===== config.mk =====
export PLATFORM = sky130hd
export DESIGN_NAME = frequency_analysis_sequencer_flat
export DESIGN_NICKNAME = d
export VERILOG_FILES = /design/src/rtl/frequency_analysis_sequencer_pkg.sv /design/src/rtl/frequency_analysis_sequencer_if.sv /design/src/rtl/frequency_analysis_sequencer_async_edge_detector.sv /design/src/rtl/frequency_analysis_sequencer.sv /design/src/flat_wrapper.sv
export SDC_FILE = /design/constraint.sdc
export NUM_CORES = 1
export LEC_CHECK = 0
export ABC_AREA = 1
export CAP_MARGIN = 5
export CORE_AREA = 2 2 139 242
export CTS_BUF_LIST = sky130_fd_sc_hd__clkbuf_4 sky130_fd_sc_hd__clkbuf_8
export DETAILED_ROUTE_END_ITERATION = 16
export DIE_AREA = 0 0 141 244
export PLACE_DENSITY = 0.85
export SYNTH_ARGS = -nofsm -noshare
export SYNTH_HDL_FRONTEND = slang
export SYNTH_SLANG_ARGS = --single-unit

===== constraint.sdc =====
create_clock -name s00_axi_aclk -period 2.1 [get_ports s00_axi_aclk]
set_input_delay 0.315 -clock s00_axi_aclk [delete_from_list [all_inputs] [get_ports s00_axi_aclk]]
set_output_delay 0.315 -clock s00_axi_aclk [all_outputs]
set_load 0.005 [all_outputs]

===== src/rtl/frequency_analysis_sequencer_pkg.sv =====
// Shared definitions for the frequency analysis sequencer: register-port
// operation codes, the run state encoding and a small counter helper.
package frequency_analysis_sequencer_pkg;

   typedef logic [1:0] reg_op_t;

   localparam reg_op_t REGISTER_NOP_OPERATION   = 2'd0;
   localparam reg_op_t REGISTER_WRITE_OPERATION = 2'd2;

   typedef enum logic [2:0] {
      ST_IDLE     = 3'd0,
      ST_CLEAR    = 3'd1,
      ST_MEASURE  = 3'd2,
      ST_SNAPSHOT = 3'd3,
      ST_WRITE    = 3'd4,
      ST_DONE     = 3'd5
   } state_t;

   // Increment that sticks at all-ones instead of wrapping.
   function automatic logic [31:0] sat_inc(input logic [31:0] value);
      return (value == 32'hFFFF_FFFF) ? value : value + 32'd1;
   endfunction

endpackage


===== src/rtl/frequency_analysis_sequencer_if.sv =====
// Analyzer control and register-write bus between the sequencer (master)
// and the analyzer bank / axi_slave_impl register port (slave).
//
// Handshake: the register port has no back-pressure. Every cycle in which
// register_operation equals REGISTER_WRITE_OPERATION carries exactly one
// write of register_write into register_number; the slave must accept it
// in that cycle. REGISTER_NOP_OPERATION cycles carry no transfer.
interface frequency_analysis_sequencer_if
   import frequency_analysis_sequencer_pkg::*;
#(
   parameter int NUM_CHANNELS = 6
) ();

   logic                        analyzer_enable;
   logic                        analyzer_clear_n;
   logic [32*NUM_CHANNELS-1:0]  f_values;
   reg_op_t                     register_operation;
   logic [7:0]                  register_number;
   logic [31:0]                 register_write;

   modport master (
      output analyzer_enable,
      output analyzer_clear_n,
      input  f_values,
      output register_operation,
      output register_number,
      output register_write
   );

   modport slave (
      input  analyzer_enable,
      input  analyzer_clear_n,
      output f_values,
      input  register_operation,
      input  register_number,
      input  register_write
   );

endinterface


===== src/rtl/frequency_analysis_sequencer_async_edge_detector.sv =====
// Two-flop synchronizer followed by an edge register. A rising edge of the
// asynchronous level sampled at clock k gives a one-cycle pulse at k+2.
module async_edge_detector (
   input  logic clk,
   input  logic rst_n,
   input  logic level,
   output logic pulse
);

   logic sync_a;
   logic sync_b;
   logic prev;

   // Synchronize the level, remember the previous value and register the edge.
   always_ff @(posedge clk or negedge rst_n) begin
      if (!rst_n) begin
         sync_a <= 1'b0;
         sync_b <= 1'b0;
         prev   <= 1'b0;
         pulse  <= 1'b0;
      end else begin
         sync_a <= level;
         sync_b <= sync_a;
         prev   <= sync_b;
         pulse  <= sync_b & ~prev;
      end
   end

endmodule


===== src/rtl/frequency_analysis_sequencer.sv =====
// One measurement run of the pixel frequency analyzers: clear, enable
// window, snapshot of the results, register write-back, then interrupt.
// All outputs are registered from the next state, so every output changes
// on the same edge as the state it belongs to.
module frequency_analysis_sequencer
   import frequency_analysis_sequencer_pkg::*;
#(
   parameter int NUM_CHANNELS       = 6,
   parameter int CLEAR_CYCLES       = 4,
   parameter int MAX_MEASURE_CYCLES = 100000000,
   parameter int FIRST_REGISTER     = 1
) (
   input  logic                                 s00_axi_aclk,
   input  logic                                 s00_axi_aresetn,
   input  logic                                 start,
   input  logic                                 stop,
   frequency_analysis_sequencer_if.master       bus,
   output logic                                 busy,
   output logic                                 timeout,
   output logic [31:0]                          measure_cycles,
   output logic                                 irq,
   output state_t                               fsm_state
);

   localparam logic [15:0] CLEAR_LAST = 16'(CLEAR_CYCLES - 1);
   localparam logic [7:0]  WRITE_LAST = 8'(NUM_CHANNELS - 1);
   localparam bit          LIMIT_ON   = (MAX_MEASURE_CYCLES != 0);
   localparam logic [31:0] LIMIT_LAST = LIMIT_ON ? 32'(MAX_MEASURE_CYCLES - 1) : 32'hFFFF_FFFF;

   state_t        state;
   state_t        next_state;
   logic          start_evt;
   logic          stop_evt;
   logic          stop_pend;
   logic          hit_limit;
   logic [15:0]   clear_cnt;
   logic [31:0]   cycle_cnt;
   logic [7:0]    write_idx;
   logic [7:0]    next_idx;
   logic [31:0]   live [NUM_CHANNELS];
   logic [31:0]   snap_buf [NUM_CHANNELS];
   reg_op_t       op_next;
   logic [7:0]    num_next;
   logic [31:0]   data_next;

   async_edge_detector u_start_edge (
      .clk   (s00_axi_aclk),
      .rst_n (s00_axi_aresetn),
      .level (start),
      .pulse (start_evt)
   );

   async_edge_detector u_stop_edge (
      .clk   (s00_axi_aclk),
      .rst_n (s00_axi_aresetn),
      .level (stop),
      .pulse (stop_evt)
   );

   for (genvar g = 0; g < NUM_CHANNELS; g++) begin : g_unpack
      assign live[g] = bus.f_values[32*g +: 32];
   end

   assign hit_limit = LIMIT_ON && (cycle_cnt == LIMIT_LAST);
   assign fsm_state = state;

   // State register.
   always_ff @(posedge s00_axi_aclk or negedge s00_axi_aresetn) begin
      if (!s00_axi_aresetn) state <= ST_IDLE;
      else                  state <= next_state;
   end

   // Next state plus the write-port values for the cycle after this edge.
   always_comb begin
      next_state = state;
      next_idx   = 8'd0;
      op_next    = REGISTER_NOP_OPERATION;
      num_next   = 8'd0;
      data_next  = 32'd0;
      case (state)
         ST_IDLE:     if (start_evt) next_state = ST_CLEAR;
         ST_CLEAR:    if (clear_cnt == CLEAR_LAST) next_state = ST_MEASURE;
         ST_MEASURE:  if (stop_evt || stop_pend || hit_limit) next_state = ST_SNAPSHOT;
         ST_SNAPSHOT: next_state = ST_WRITE;
         ST_WRITE:    if (write_idx == WRITE_LAST) next_state = ST_DONE;
         ST_DONE:     if (start_evt) next_state = ST_CLEAR;
         default:     next_state = ST_IDLE;
      endcase
      if (next_state == ST_WRITE) begin
         // Channel 0 leaves on the edge that also loads the snapshot, so it
         // is taken straight from the live results; later channels come
         // from the snapshot buffer.
         next_idx = (state == ST_WRITE) ? write_idx + 8'd1 : 8'd0;
         op_next  = REGISTER_WRITE_OPERATION;
         num_next = 8'(FIRST_REGISTER) + next_idx;
         if (state == ST_SNAPSHOT) begin
            data_next = live[0];
         end else begin
            for (int i = 0; i < NUM_CHANNELS; i++) begin
               if (next_idx == 8'(i)) data_next = snap_buf[i];
            end
         end
      end
   end

   // Clear-phase, measurement and write-index counters plus the pending stop.
   always_ff @(posedge s00_axi_aclk or negedge s00_axi_aresetn) begin
      if (!s00_axi_aresetn) begin
         clear_cnt <= 16'd0;
         cycle_cnt <= 32'd0;
         write_idx <= 8'd0;
         stop_pend <= 1'b0;
      end else begin
         clear_cnt <= (state == ST_CLEAR) ? clear_cnt + 16'd1 : 16'd0;
         write_idx <= (state == ST_WRITE) ? write_idx + 8'd1 : 8'd0;
         if (state == ST_CLEAR)        cycle_cnt <= 32'd0;
         else if (state == ST_MEASURE) cycle_cnt <= sat_inc(cycle_cnt);
         // A stop seen while clearing ends the window after its first cycle.
         if (state == ST_CLEAR)        stop_pend <= stop_pend | stop_evt;
         else if (state != ST_MEASURE) stop_pend <= 1'b0;
      end
   end

   // Result snapshot, window length and the sticky timeout flag.
   always_ff @(posedge s00_axi_aclk or negedge s00_axi_aresetn) begin
      if (!s00_axi_aresetn) begin
         for (int i = 0; i < NUM_CHANNELS; i++) snap_buf[i] <= 32'd0;
         measure_cycles <= 32'd0;
         timeout        <= 1'b0;
      end else begin
         if (state == ST_SNAPSHOT) begin
            snap_buf       <= live;
            measure_cycles <= cycle_cnt;
         end
         if (next_state == ST_CLEAR && state != ST_CLEAR) begin
            timeout <= 1'b0;
         end else if (state == ST_MEASURE && hit_limit && !stop_evt && !stop_pend) begin
            timeout <= 1'b1;
         end
      end
   end

   // Registered outputs, decoded from the state being entered.
   always_ff @(posedge s00_axi_aclk or negedge s00_axi_aresetn) begin
      if (!s00_axi_aresetn) begin
         bus.analyzer_enable    <= 1'b0;
         bus.analyzer_clear_n   <= 1'b1;
         bus.register_operation <= REGISTER_NOP_OPERATION;
         bus.register_number    <= 8'd0;
         bus.register_write     <= 32'd0;
         busy                   <= 1'b0;
         irq                    <= 1'b0;
      end else begin
         bus.analyzer_enable    <= (next_state == ST_MEASURE);
         bus.analyzer_clear_n   <= (next_state != ST_CLEAR);
         bus.register_operation <= op_next;
         bus.register_number    <= num_next;
         bus.register_write     <= data_next;
         busy                   <= (next_state != ST_IDLE) && (next_state != ST_DONE);
         irq                    <= (next_state == ST_DONE);
      end
   end

endmodule


===== src/flat_wrapper.sv =====
// flat-port wrapper written by rule: the top's interface ports become plain ports
module frequency_analysis_sequencer_flat import frequency_analysis_sequencer_pkg::*;
#(
   parameter int NUM_CHANNELS       = 6,
   parameter int CLEAR_CYCLES       = 4,
   parameter int MAX_MEASURE_CYCLES = 100000000,
   parameter int FIRST_REGISTER     = 1
)
  (s00_axi_aclk, s00_axi_aresetn, start, stop, busy, timeout, measure_cycles, irq, fsm_state, bus_analyzer_enable, bus_analyzer_clear_n, bus_f_values, bus_register_operation, bus_register_number, bus_register_write);
  frequency_analysis_sequencer_if #(.NUM_CHANNELS(NUM_CHANNELS)) bus_i ();
  input  logic s00_axi_aclk;
  input  logic s00_axi_aresetn;
  input  logic start;
  input  logic stop;
  output logic busy;
  output logic timeout;
  output logic [31:0] measure_cycles;
  output logic irq;
  output state_t fsm_state;
  output wire logic [$bits(bus_i.analyzer_enable)-1:0] bus_analyzer_enable;
  output wire logic [$bits(bus_i.analyzer_clear_n)-1:0] bus_analyzer_clear_n;
  input wire logic [$bits(bus_i.f_values)-1:0] bus_f_values;
  output wire logic [$bits(bus_i.register_operation)-1:0] bus_register_operation;
  output wire logic [$bits(bus_i.register_number)-1:0] bus_register_number;
  output wire logic [$bits(bus_i.register_write)-1:0] bus_register_write;
  assign bus_analyzer_enable = bus_i.analyzer_enable;
  assign bus_analyzer_clear_n = bus_i.analyzer_clear_n;
  assign bus_i.f_values = bus_f_values;
  assign bus_register_operation = bus_i.register_operation;
  assign bus_register_number = bus_i.register_number;
  assign bus_register_write = bus_i.register_write;
  frequency_analysis_sequencer #(.NUM_CHANNELS(NUM_CHANNELS), .CLEAR_CYCLES(CLEAR_CYCLES), .MAX_MEASURE_CYCLES(MAX_MEASURE_CYCLES), .FIRST_REGISTER(FIRST_REGISTER)) u_core (.s00_axi_aclk(s00_axi_aclk), .s00_axi_aresetn(s00_axi_aresetn), .start(start), .stop(stop), .bus(bus_i), .busy(busy), .timeout(timeout), .measure_cycles(measure_cycles), .irq(irq), .fsm_state(fsm_state));
endmodule

==> metrics.txt <==
power spent charging and discharging nets 8.889 mW; fraction of registers with async set or reset after synthesis 100.0%; Max Freq 416.8 MHz; synthesized cell area 0.01595 mm2; Top-Level Pins around 280; relative contribution of the clock network to total power a little under a quarter; net total in the final layout 2605; biggest fanout along the worst timing path 7; Placeable Area roughly 0.032 mm2; setup slack after layout -0.2991 ns; Final Max Slew Viols 0; Placement Cell Area around 0.020 mm2; Synth Area per Inst 7.901 um2; cell breakdown of the critical path ha_4 > nand3_4 > o21ai_1 > nand3_2 > nand2_2 > nor2_4 > buf_6 > nand3_4 > buf_12 > buf_6 > nand2_1 > inv_1 > nand2_1 > nand2_1 > nand2_1 > nand2_1 > a21oi_1; first-pass GRT wire length about 81000 um; Sinks on Clock Net 338; via count of the routed design ~16000; number of global-route vias before repair 15746; failing checks negative setup slack; Required @ worst endpoint 2.60 ns; wire per inst 19.11 um; Seq pwr share 40.9%; placed instance count 2708; total count of hold-check failures in the final report 0; Max H-tree Level 2; transition at the pin with the smallest max-transition slack 0.5451 ns; post-placement setup slack -0.2423 ns; post-layout instance count excluding filler cells ~2800; maximum number of pins on one net before global-route repair 90; Die Area 0.03440 mm2; post-synthesis cell type with the largest combined area sky130_fd_sc_hd__dfrtp_1; post-layout util 69.63%; Routability Congestion 0.9942; first-pass detailed-route iteration total 7; worst rel slew slack 63.66%; number of distinct library cells after synthesis 45; ratio of cells with drive above 1 in the final layout between 10% and 20%; cell with the most instances after synthesis sky130_fd_sc_hd__nand2_1; starting density of the core 49.34%; setup repair after global routing missed its margin yes; final design area excluding fillers approximately 0.023 mm2; critical-path cell with the highest stage delay sky130_fd_sc_hd__dfrtp_2; crit end category register; final clock period utilization by the worst path 114.2%; minimum clock period after layout 2.399 ns; nets in the synthesized netlist 2223; antenna-violating nets left 0; cells taking the most area after synthesis sky130_fd_sc_hd__dfrtp_1 53%, sky130_fd_sc_hd__nand2_1 19%, sky130_fd_sc_hd__inv_1 4.4%; critical path class reg -> reg; dominant cell type by count on the critical path sky130_fd_sc_hd__nand2_1; number of synthesized flops with an enable pin 0; area added between synthesis and finish 41.11%; TritonCTS clock tree yes; worst clock skew on the final layout 0.01648 ns; total wire length after detailed routing 54220 um; Largest stage delay, worst path 0.46 ns; die span in y 244 um; violation count after the first detailed-routing iteration 1061; Overflow after GRT 0; cell count after synthesis 2019; most common library cells after synthesis 789 x sky130_fd_sc_hd__nand2_1, 337 x sky130_fd_sc_hd__dfrtp_1, 187 x sky130_fd_sc_hd__inv_1, 137 x sky130_fd_sc_hd__nand3_1, 111 x sky130_fd_sc_hd__o21ai_0; residual DRC count 0; number of buffers added by the clock tree synthesis step 48; internal power 15.60 mW; total of max-cap violations 0; number of core rows 87; switching power share of the total a little over a third; power per cell area 1088 mW/mm2; YS warnings 0; VDD IR max 0.7821 mV; Clock Root Buffer sky130_fd_sc_hd__clkbuf_8; combinational fraction of design power 35.1%; Worst Hold Class in -> reg; Die W 141 um; cell leakage power 10.67 nW; primary flip-flop cell chosen by synthesis mapping sky130_fd_sc_hd__dfrtp_1; largest buffer count on any clock path 3; Worst Path Arrival 2.90 ns; post-CTS clock slew at the launch and capture registers of the worst setup and hold paths 0.06 ns; antenna violations before repair 2; final total power 24.49 mW; status finished with violations; clock network latency to the later pin of the worst-skew pair 0.60 ns; element type at the critical path start register; setup violation total in the final timing report 32; Yosys top cell area share 52.86%; fraction of the yosys area taken by sequential cells 53.03%; number of port buffers 276; routed via count divided by cell count 5.535; detailed placer's ending HPWL 36270 um; setup total negative slack -5.987 ns; count of state elements after synthesis 338; Global Route Usage Sum roughly 30%; final hold slack 0.1607 ns
what timing repair did:
action                                  CTS  global route
buffers inserted                         17            14
gates resized for setup                  85           123
pin swaps                                36            43
endpoints found under the setup margin   44            71
gates cloned                              7             6
hold buffers                              1             0
endpoints found under the hold margin    55             0
power groups by stage:
stage | logic, mW | registers (mW) | clock network, mW
finish | 8.59 | 10.0 | 5.88
global route | 9.48 | 10.2 | 6.25
CTS | 7.68 | 9.89 | 5.96
detailed placement | 7.32 | 9.95 | 0
global placement | 6.98 | 9.91 | 0
floorplan | 4.52 | 9.56 | 0
final timing paths:
kind,start,to,slack (ns),cells past startpoint
max in group asynchronous,s00_axi_aresetn,u_core.snap_buf[145]$_DFFE_PN0P_,1.06,3
hold / removal,start,u_core.u_start_edge.sync_a$_DFF_PN0_,0.16,1
setup / recovery,u_core.write_idx[0]$_DFF_PN0_,u_core.bus.register_write[31]$_DFF_PN0_,-0.30,17
hold reg to reg,u_core.u_start_edge.sync_a$_DFF_PN0_,u_core.u_start_edge.sync_b$_DFF_PN0_,0.35,0
setup reg to reg,u_core.write_idx[0]$_DFF_PN0_,u_core.bus.register_write[31]$_DFF_PN0_,-0.30,17
min in group asynchronous,s00_axi_aresetn,u_core.clear_cnt[8]$_DFF_PN0_,0.26,2
layer usage:
metal	part of all wire, %	global-route usage [%]
met1	34	33.37
met2	50	52.42
met3	7.4	4.699
met4	8.5	20.47
met5	0	0
logic make-up after synthesis:
kind of cell / count (synthesis) / share of synthesized area [%]
and+or+nand+nor: 1127 / 30.29
AOI/OAI and AO/OA: 219 / 7.263
other: 1 / 0.02351
xor gates and xnor gates: 21 / 1.153
adders and majority gates: 8 / 0.6275
DFF: 338 / 53.03
buffers and inverters: 305 / 7.616
final cells by class:
class	count	area [um2]
diodes	2	5.005
clock buffers	72	928.4
clock inverters	13	167.7
fillers	2387	9818
inverters	201	772.0
multi-input cells	1376	7046
flip-flops and latches	338	8463
well taps	400	500.5
repair buffers	436	4629
cells in the final DEF, fill, tap and decap left out, types with 7 or more instances in the layout:
cell type,n
sky130_fd_sc_hd__nand2_1,756
sky130_fd_sc_hd__dfrtp_1,334
sky130_fd_sc_hd__clkdlybuf4s50_1,275
sky130_fd_sc_hd__inv_1,176
sky130_fd_sc_hd__o21ai_0,105
sky130_fd_sc_hd__nand3_1,100
sky130_fd_sc_hd__buf_4,98
sky130_fd_sc_hd__clkbuf_8,62
sky130_fd_sc_hd__nor2_1,38
sky130_fd_sc_hd__nand3_2,34
sky130_fd_sc_hd__a21oi_1,34
sky130_fd_sc_hd__buf_12,33
sky130_fd_sc_hd__nand2_2,31
sky130_fd_sc_hd__nand4_1,31
sky130_fd_sc_hd__nor3_1,28
sky130_fd_sc_hd__o21ai_2,21
sky130_fd_sc_hd__xor2_1,20
sky130_fd_sc_hd__a21oi_2,19
sky130_fd_sc_hd__inv_2,18
sky130_fd_sc_hd__o31ai_1,18
sky130_fd_sc_hd__buf_6,18
sky130_fd_sc_hd__or2_4,17
sky130_fd_sc_hd__nand3b_1,16
sky130_fd_sc_hd__o21ai_1,15
sky130_fd_sc_hd__nor2_4,12
sky130_fd_sc_hd__clkbuf_4,10
sky130_fd_sc_hd__or2_1,9
sky130_fd_sc_hd__clkinv_2,9
sky130_fd_sc_hd__nor4_1,8
sky130_fd_sc_hd__nor2_2,7
sky130_fd_sc_hd__nand3_4,7
sky130_fd_sc_hd__nand2_4,7
registers in the layout, indices dropped and copies added (netlist names), 3 cells and up:
signal	cells
u_core.bus.register_number	8
u_core.bus.register_write	32
u_core.clear_cnt	16
u_core.cycle_cnt	32
u_core.fsm_state	3
u_core.measure_cycles	32
u_core.snap_buf	192
u_core.write_idx	8
worst max-delay path: cells and delay by family, from the launching register on:
family,cells,cell delay (ns)
adder cells (fa/ha/maj),1,0.20
buffers and inverters,4,0.51
AO/OA/AOI/OAI,2,0.27
flip-flops,1,0.46
AND/OR/NAND/NOR,10,0.87
(Power assumes the default switching activity.)
